## src/rtl/freelist_pkg.sv

```systemverilog
// Shared widths and types for the physical-register free list.
// Build-level overrides of the configuration macros take precedence over these defaults.
`ifndef PHY_REG_NUM
`define PHY_REG_NUM 64
`endif
`ifndef RENAME_WIDTH
`define RENAME_WIDTH 4
`endif
`ifndef COMMIT_WIDTH
`define COMMIT_WIDTH 4
`endif

package freelist_pkg;
    localparam int PHY_REG_NUM         = `PHY_REG_NUM;
    localparam int ARCH_REG_NUM        = 32;
    localparam int RENAME_WIDTH        = `RENAME_WIDTH;
    localparam int COMMIT_WIDTH        = `COMMIT_WIDTH;
    localparam int PHY_REG_ID_WIDTH    = $clog2(PHY_REG_NUM);
    localparam int FREELIST_INIT_COUNT = PHY_REG_NUM - ARCH_REG_NUM;

    typedef logic [PHY_REG_ID_WIDTH-1:0] phy_id_t;
    // Extra MSB separates a full buffer from an empty one.
    typedef logic [PHY_REG_ID_WIDTH:0]   fl_ptr_t;
endpackage

```

## src/rtl/phy_id_freelist_if.sv

```systemverilog
// Rename/commit-facing signals of the free list; master is the pipeline, slave is the free list.
interface phy_id_freelist_if #(
    parameter int RW = freelist_pkg::RENAME_WIDTH,
    parameter int CW = freelist_pkg::COMMIT_WIDTH
);
    import freelist_pkg::*;

    logic [RW-1:0] rename_freelist_req;
    phy_id_t       freelist_rename_id [RW];
    logic          freelist_rename_ready;
    logic [CW-1:0] commit_freelist_valid;
    phy_id_t       commit_freelist_old_id [CW];
    logic          commit_freelist_restore;
    fl_ptr_t       freelist_free_count;
    logic          freelist_overflow_err;

    modport master (
        output rename_freelist_req, commit_freelist_valid, commit_freelist_old_id,
               commit_freelist_restore,
        input  freelist_rename_id, freelist_rename_ready, freelist_free_count,
               freelist_overflow_err
    );

    modport slave (
        input  rename_freelist_req, commit_freelist_valid, commit_freelist_old_id,
               commit_freelist_restore,
        output freelist_rename_id, freelist_rename_ready, freelist_free_count,
               freelist_overflow_err
    );
endinterface

```

## src/rtl/freelist_prefix_count.sv

```systemverilog
// Exclusive prefix popcount of an N-bit vector, plus the total count.
// prefix[i] = number of set bits strictly below position i.
module freelist_prefix_count #(
    parameter int N = 4,
    parameter int W = $clog2(N + 1)
) (
    input  logic [N-1:0] vec,
    output logic [W-1:0] prefix [N],
    output logic [W-1:0] total
);
    always_comb begin
        logic [W-1:0] acc;
        acc = '0;
        for (int i = 0; i < N; i++) begin
            prefix[i] = acc;
            acc       = acc + W'(vec[i]);
        end
        total = acc;
    end
endmodule

```

## src/rtl/phy_id_freelist.sv

```systemverilog
// Physical-register free list: circular buffer of unmapped phy ids with a speculative
// allocation head, a committed head and a release tail; flush rewinds the speculative head.
module phy_id_freelist #(
    parameter int PHY_REG_NUM  = freelist_pkg::PHY_REG_NUM,
    parameter int ARCH_REG_NUM = freelist_pkg::ARCH_REG_NUM,
    parameter int RENAME_WIDTH = freelist_pkg::RENAME_WIDTH,
    parameter int COMMIT_WIDTH = freelist_pkg::COMMIT_WIDTH
) (
    input  logic              clk,
    input  logic              rst,
    phy_id_freelist_if.slave  fl
);
    import freelist_pkg::*;

    localparam int PTR_W = PHY_REG_ID_WIDTH + 1;
    localparam int OCC_W = PTR_W + 1;
    localparam int RCW   = $clog2(RENAME_WIDTH + 1);
    localparam int CCW   = $clog2(COMMIT_WIDTH + 1);
    localparam int INIT  = PHY_REG_NUM - ARCH_REG_NUM;

    phy_id_t         entry [PHY_REG_NUM];
    fl_ptr_t         spec_head;
    fl_ptr_t         arch_head;
    fl_ptr_t         tail;
    fl_ptr_t         free_count;
    fl_ptr_t         occupancy;
    logic [RCW-1:0]  req_prefix [RENAME_WIDTH];
    logic [RCW-1:0]  req_total;
    logic [CCW-1:0]  commit_prefix [COMMIT_WIDTH];
    logic [CCW-1:0]  commit_total;
    logic            ready;
    logic            grant;
    logic            overflow;
    logic            overflow_err;

    freelist_prefix_count #(.N(RENAME_WIDTH), .W(RCW)) u_req_count (
        .vec    (fl.rename_freelist_req),
        .prefix (req_prefix),
        .total  (req_total)
    );

    freelist_prefix_count #(.N(COMMIT_WIDTH), .W(CCW)) u_commit_count (
        .vec    (fl.commit_freelist_valid),
        .prefix (commit_prefix),
        .total  (commit_total)
    );

    assign free_count = tail - spec_head;
    assign occupancy  = tail - arch_head;

    always_comb begin
        ready    = !fl.commit_freelist_restore && (free_count >= PTR_W'(req_total));
        grant    = ready && (|fl.rename_freelist_req);
        // Widened so a bad commit burst cannot wrap past the limit unnoticed.
        overflow = (OCC_W'(occupancy) + OCC_W'(commit_total)) > OCC_W'(INIT);
        for (int k = 0; k < RENAME_WIDTH; k++) begin
            fl.freelist_rename_id[k] =
                entry[PHY_REG_ID_WIDTH'(spec_head + PTR_W'(req_prefix[k]))];
        end
    end

    always_ff @(posedge clk or negedge rst) begin
        if (!rst) begin
            for (int i = 0; i < PHY_REG_NUM; i++) begin
                entry[i] <= (i < INIT) ? PHY_REG_ID_WIDTH'(ARCH_REG_NUM + i) : '0;
            end
            spec_head    <= '0;
            arch_head    <= '0;
            tail         <= PTR_W'(INIT);
            overflow_err <= 1'b0;
        end else begin
            for (int j = 0; j < COMMIT_WIDTH; j++) begin
                if (fl.commit_freelist_valid[j]) begin
                    entry[PHY_REG_ID_WIDTH'(tail + PTR_W'(commit_prefix[j]))]
                        <= fl.commit_freelist_old_id[j];
                end
            end
            tail      <= tail + PTR_W'(commit_total);
            arch_head <= arch_head + PTR_W'(commit_total);
            // Flush lands on the committed head including this cycle's retirements.
            if (fl.commit_freelist_restore) begin
                spec_head <= arch_head + PTR_W'(commit_total);
            end else if (grant) begin
                spec_head <= spec_head + PTR_W'(req_total);
            end
            if (overflow) begin
                overflow_err <= 1'b1;
            end
        end
    end

    assign fl.freelist_rename_ready = ready;
    assign fl.freelist_free_count   = free_count;
    assign fl.freelist_overflow_err = overflow_err;
endmodule

```

## src/flat_wrapper.sv

```systemverilog
// flat-port wrapper written by rule: the top's interface ports become plain ports
module phy_id_freelist_flat import freelist_pkg::*;
#(
    parameter int PHY_REG_NUM  = freelist_pkg::PHY_REG_NUM,
    parameter int ARCH_REG_NUM = freelist_pkg::ARCH_REG_NUM,
    parameter int RENAME_WIDTH = freelist_pkg::RENAME_WIDTH,
    parameter int COMMIT_WIDTH = freelist_pkg::COMMIT_WIDTH
)
  (clk, rst, fl_rename_freelist_req, fl_commit_freelist_valid, fl_commit_freelist_old_id, fl_commit_freelist_restore, fl_freelist_rename_id, fl_freelist_rename_ready, fl_freelist_free_count, fl_freelist_overflow_err);
  phy_id_freelist_if fl_i ();
  input  logic clk;
  input  logic rst;
  input wire logic [$bits(fl_i.rename_freelist_req)-1:0] fl_rename_freelist_req;
  input wire logic [$bits(fl_i.commit_freelist_valid)-1:0] fl_commit_freelist_valid;
  input wire logic [$bits(fl_i.commit_freelist_old_id)-1:0] fl_commit_freelist_old_id;
  input wire logic [$bits(fl_i.commit_freelist_restore)-1:0] fl_commit_freelist_restore;
  output wire logic [$bits(fl_i.freelist_rename_id)-1:0] fl_freelist_rename_id;
  output wire logic [$bits(fl_i.freelist_rename_ready)-1:0] fl_freelist_rename_ready;
  output wire logic [$bits(fl_i.freelist_free_count)-1:0] fl_freelist_free_count;
  output wire logic [$bits(fl_i.freelist_overflow_err)-1:0] fl_freelist_overflow_err;
  assign fl_i.rename_freelist_req = fl_rename_freelist_req;
  assign fl_i.commit_freelist_valid = fl_commit_freelist_valid;
  assign fl_i.commit_freelist_old_id = {>>{fl_commit_freelist_old_id}};
  assign fl_i.commit_freelist_restore = fl_commit_freelist_restore;
  assign fl_freelist_rename_id = {>>{fl_i.freelist_rename_id}};
  assign fl_freelist_rename_ready = fl_i.freelist_rename_ready;
  assign fl_freelist_free_count = fl_i.freelist_free_count;
  assign fl_freelist_overflow_err = fl_i.freelist_overflow_err;
  phy_id_freelist #(.PHY_REG_NUM(PHY_REG_NUM), .ARCH_REG_NUM(ARCH_REG_NUM), .RENAME_WIDTH(RENAME_WIDTH), .COMMIT_WIDTH(COMMIT_WIDTH)) u_core (.clk(clk), .rst(rst), .fl(fl_i));
endmodule
```

## config.mk

```make
export PLATFORM = sky130hd
export DESIGN_NAME = phy_id_freelist_flat
export DESIGN_NICKNAME = d
export VERILOG_FILES = /design/src/rtl/freelist_pkg.sv /design/src/rtl/phy_id_freelist_if.sv /design/src/rtl/freelist_prefix_count.sv /design/src/rtl/phy_id_freelist.sv /design/src/flat_wrapper.sv
export SDC_FILE = /design/constraint.sdc
export NUM_CORES = 2
export LEC_CHECK = 0
export CAP_MARGIN = 0
export CORE_MARGIN = 4
export CORE_UTILIZATION = 35
export CTS_CLUSTER_DIAMETER = 200
export DETAILED_ROUTE_END_ITERATION = 6
export SLEW_MARGIN = 20
export SYNTH_ARGS = -nofsm -noshare
export SYNTH_HDL_FRONTEND = slang
export SYNTH_SLANG_ARGS = --single-unit
```

## constraint.sdc

```tcl
create_clock -name clk -period 10.19 [get_ports clk]
set_input_delay 2.038 -clock clk [delete_from_list [all_inputs] [get_ports clk]]
set_output_delay 2.038 -clock clk [all_outputs]
set_load 0.1 [all_outputs]
```

==> flow_summary.toml <==
[synthesis]
syn_avg_cell_area_um2 = 9.49
netlist.area_leader.share_pct = 25.4
ys.flop_type = "dfrtp_1"
ys_top_cells_by_area = "mux4_2, dfrtp_1, mux2i_1"
seq_area_frac_synth_pct = 24.2
ys_async_sr_fraction_pct = 100
yosys_register_bits = 406
synthCells = 4477
netlist_area_mm2 = 0.0425
yosysMostFrequentCell = "nand2_1"
yosysWarnings = 0
ys_top_cells_by_count = "nand2_1, mux4_2, nor2_1"
synth_edf_count = 0
syn-num-nets = 4576
yosysTopAreaCell = "mux4_2"
synth.distinct_cells = 83

[die]
dieArea_mm2 = 0.127
die_h_um = 356
die_w_um = 356
core_mm2 = 0.120
rows = 127
initial_utilization_pct = 35.3
ios = 68

[clock_network]
postCtsSetupBuffers = 0
clk_latency_ns = 0.66
clock_path_buffers = 3
root_buffer = "clkbuf_16"
cts_tree = "built"
cts.sinks = 406
htreeDepth = 2
numCtsBuffers = 49
path_clk_slew_ns = 0.06
cts_resized = 0
cts_hold_buf = 0

[timing]
rsz0062_at_grt = "no"
slew_viol_final = 0
fin_tns_setup_ns = 0
setup_viol = 0
max_slew_margin_pct = 10.7
fin_crit_sh_pct = 91.7
hold_viol = 0
clock.fmax_ghz = 0.107
skew_ns = 0.0299
worst_slew_pin_slew_ns = 1.33
period_needed_ns = 9.35

[routing]
ant_nets = 0
post_drt_wl_per_cell_um = 37.3
firstDrtPassIters = 7
drtIter0Drc = 7776
via_per_inst = 7.41
routed_wl_um = 219000
drc = 31
vias = 43544

[global_routing]
busiest_layer = "met2"
grt_pass1_vias = 40532
use_met3_pct = 18.0
grt-ovfl-total = 0
grt_use_met2_pct = 45.0
grtUsageMet1_pct = 39.0
grt_pass1_wl_um = 307000
grt_max_degree = 151
antenna_found_initial = 20
track_usage_pct = 33.4

[critical_path]
cp_top_family = "adder cells"
timing.rr.start = "u_core.tail[0]$_DFF_PN0_"
crit_path_end_kind = "output port"
critPathSlowestCell = "fa_4"
required_ns = 8.15
worstSetupPathType = "input port to output port"
arrival_ns = 7.31
critPathLaunch = "fl_rename_freelist_req[0]"
crit_buf_inv = 3
critPathMaxFanout = 49
worstPathCellList = "clkdlybuf4s50_1 -> fa_1 -> ha_4 -> inv_1 -> fa_4 -> mux4_2 -> mux4_2 -> mux2i_1 -> mux2i_1 -> buf_4"
cpPeakStageDelay_ns = 1.33
startpoint_type = "input port"

[outcome]
status = "complete, but fails checks"
violations = "design-rule violations"

[flow_run]
cap_viol_max_count = 0

[cells_and_area]
drive_gt1_share_pct = 23.8
n_fill_cell = 11710
finalInstanceArea_mm2 = 0.0462
syn2layout_area_growth_pct = 8.76
fin_nets = 4304

[placed_design]
dp_hpwl_um = 141000
place_area_mm2 = 0.0444
gp_congestion = 1.08
portBuffers = 67

[worst_hold_path]
hold_class = "flip-flop to flip-flop"
worstHoldStart = "u_core.fl.freelist_overflow_err$_DFFE_PN0N_"
## path summary, 6_finish.rpt
kind / cells after the start / slack [ns] / endpoint
min in group asynchronous: 1 / 1.40 / u_core.entry[103]$_DFF_PN0_
setup / recovery: 10 / 0.84 / fl_freelist_rename_id[0]
max in group asynchronous: 3 / 6.68 / u_core.entry[375]$_DFF_PN0_
setup reg to reg: 8 / 5.31 / u_core.entry[339]$_DFF_PN0_
hold / removal: 1 / 0.50 / u_core.fl.freelist_overflow_err$_DFFE_PN0N_
hold reg to reg: 1 / 0.50 / u_core.fl.freelist_overflow_err$_DFFE_PN0N_
## kinds of logic (layout without fill, tap and decap cells)
logic type / after synthesis / in the layout / share of synthesized area [%]
and+or+nand+nor: 1317 / 1317 / 13.6
AOI/OAI and AO/OA: 1186 / 1186 / 18.2
muxes: 902 / 902 / 35.6
buffers and inverters: 552 / 318 / 5.19
DFF: 406 / 406 / 24.2
adders and majority gates: 64 / 64 / 2.13
xor gates and xnor gates: 50 / 50 / 1.07
other: 0 / 21 / 0
## per-stage QoR
| step | hold WS, ns | setup slack (ns) | util [%] | instances |
|---|---|---|---|---|
| 2_1_floorplan | 0.466 | 1.92 | - | 4477 |
| 3_3_place_gp | 0.472 | 1.23 | 36.9 | 5764 |
| 3_5_place_dp | 0.486 | 1.18 | 36.9 | 5764 |
| 4_1_cts | 0.501 | 1.18 | 38.3 | 5853 |
| 5_1_grt | 0.538 | 0.784 | 38.4 | 5855 |
| 6_report | 0.498 | 0.844 | 38.4 | 5876 |
## placed cells by master (no fill, tap or decap), types with 16 or more instances in the layout
cell type / instances
diode_2: 21
xnor2_1: 28
nor3_1: 36
dfrtp_1: 288
nand2_1: 495
a31oi_1: 310
mux4_2: 480
nand3_1: 138
inv_1: 31
mux2i_1: 362
o211ai_1: 250
a22oi_1: 35
clkbuf_8: 16
dfstp_2: 113
nor2_1: 463
clkdlybuf4s50_1: 30
o21ai_0: 200
ha_1: 46
clkbuf_16: 49
a21oi_1: 200
a221oi_1: 69
buf_4: 144
nor2_2: 27
mux2_2: 60
nand2b_1: 37
## area by class of cell
type / count / area [um2] / share of cell area [%]
clock inverters: 16 / 241 / 0.522
flip-flops and latches: 406 / 10300 / 22.3
well taps: 1612 / 2020 / 4.36
clock buffers: 73 / 1480 / 3.19
repair buffers: 195 / 1610 / 3.48
diodes: 21 / 52.6 / 0.114
inverters: 34 / 128 / 0.276
multi-input cells: 3519 / 30400 / 65.7
## state kept, by name, summed over array words and instances, names as in the netlist
register	cells
u_core.entry	384
u_core.fl.freelist_overflow_err	1
u_core.spec_head	7
u_core.tail	7
u_core.arch_head	7
## per-layer routing
layer	up-vias	routed length [um]
li1	16826	-
met3	1335	39700
met1	20848	70800
met4	24	22900
met5	-	377
met2	4511	85300
Power is not shown: default switching activity piles up to over one toggle a cycle in this logic, so the estimate is an artifact.
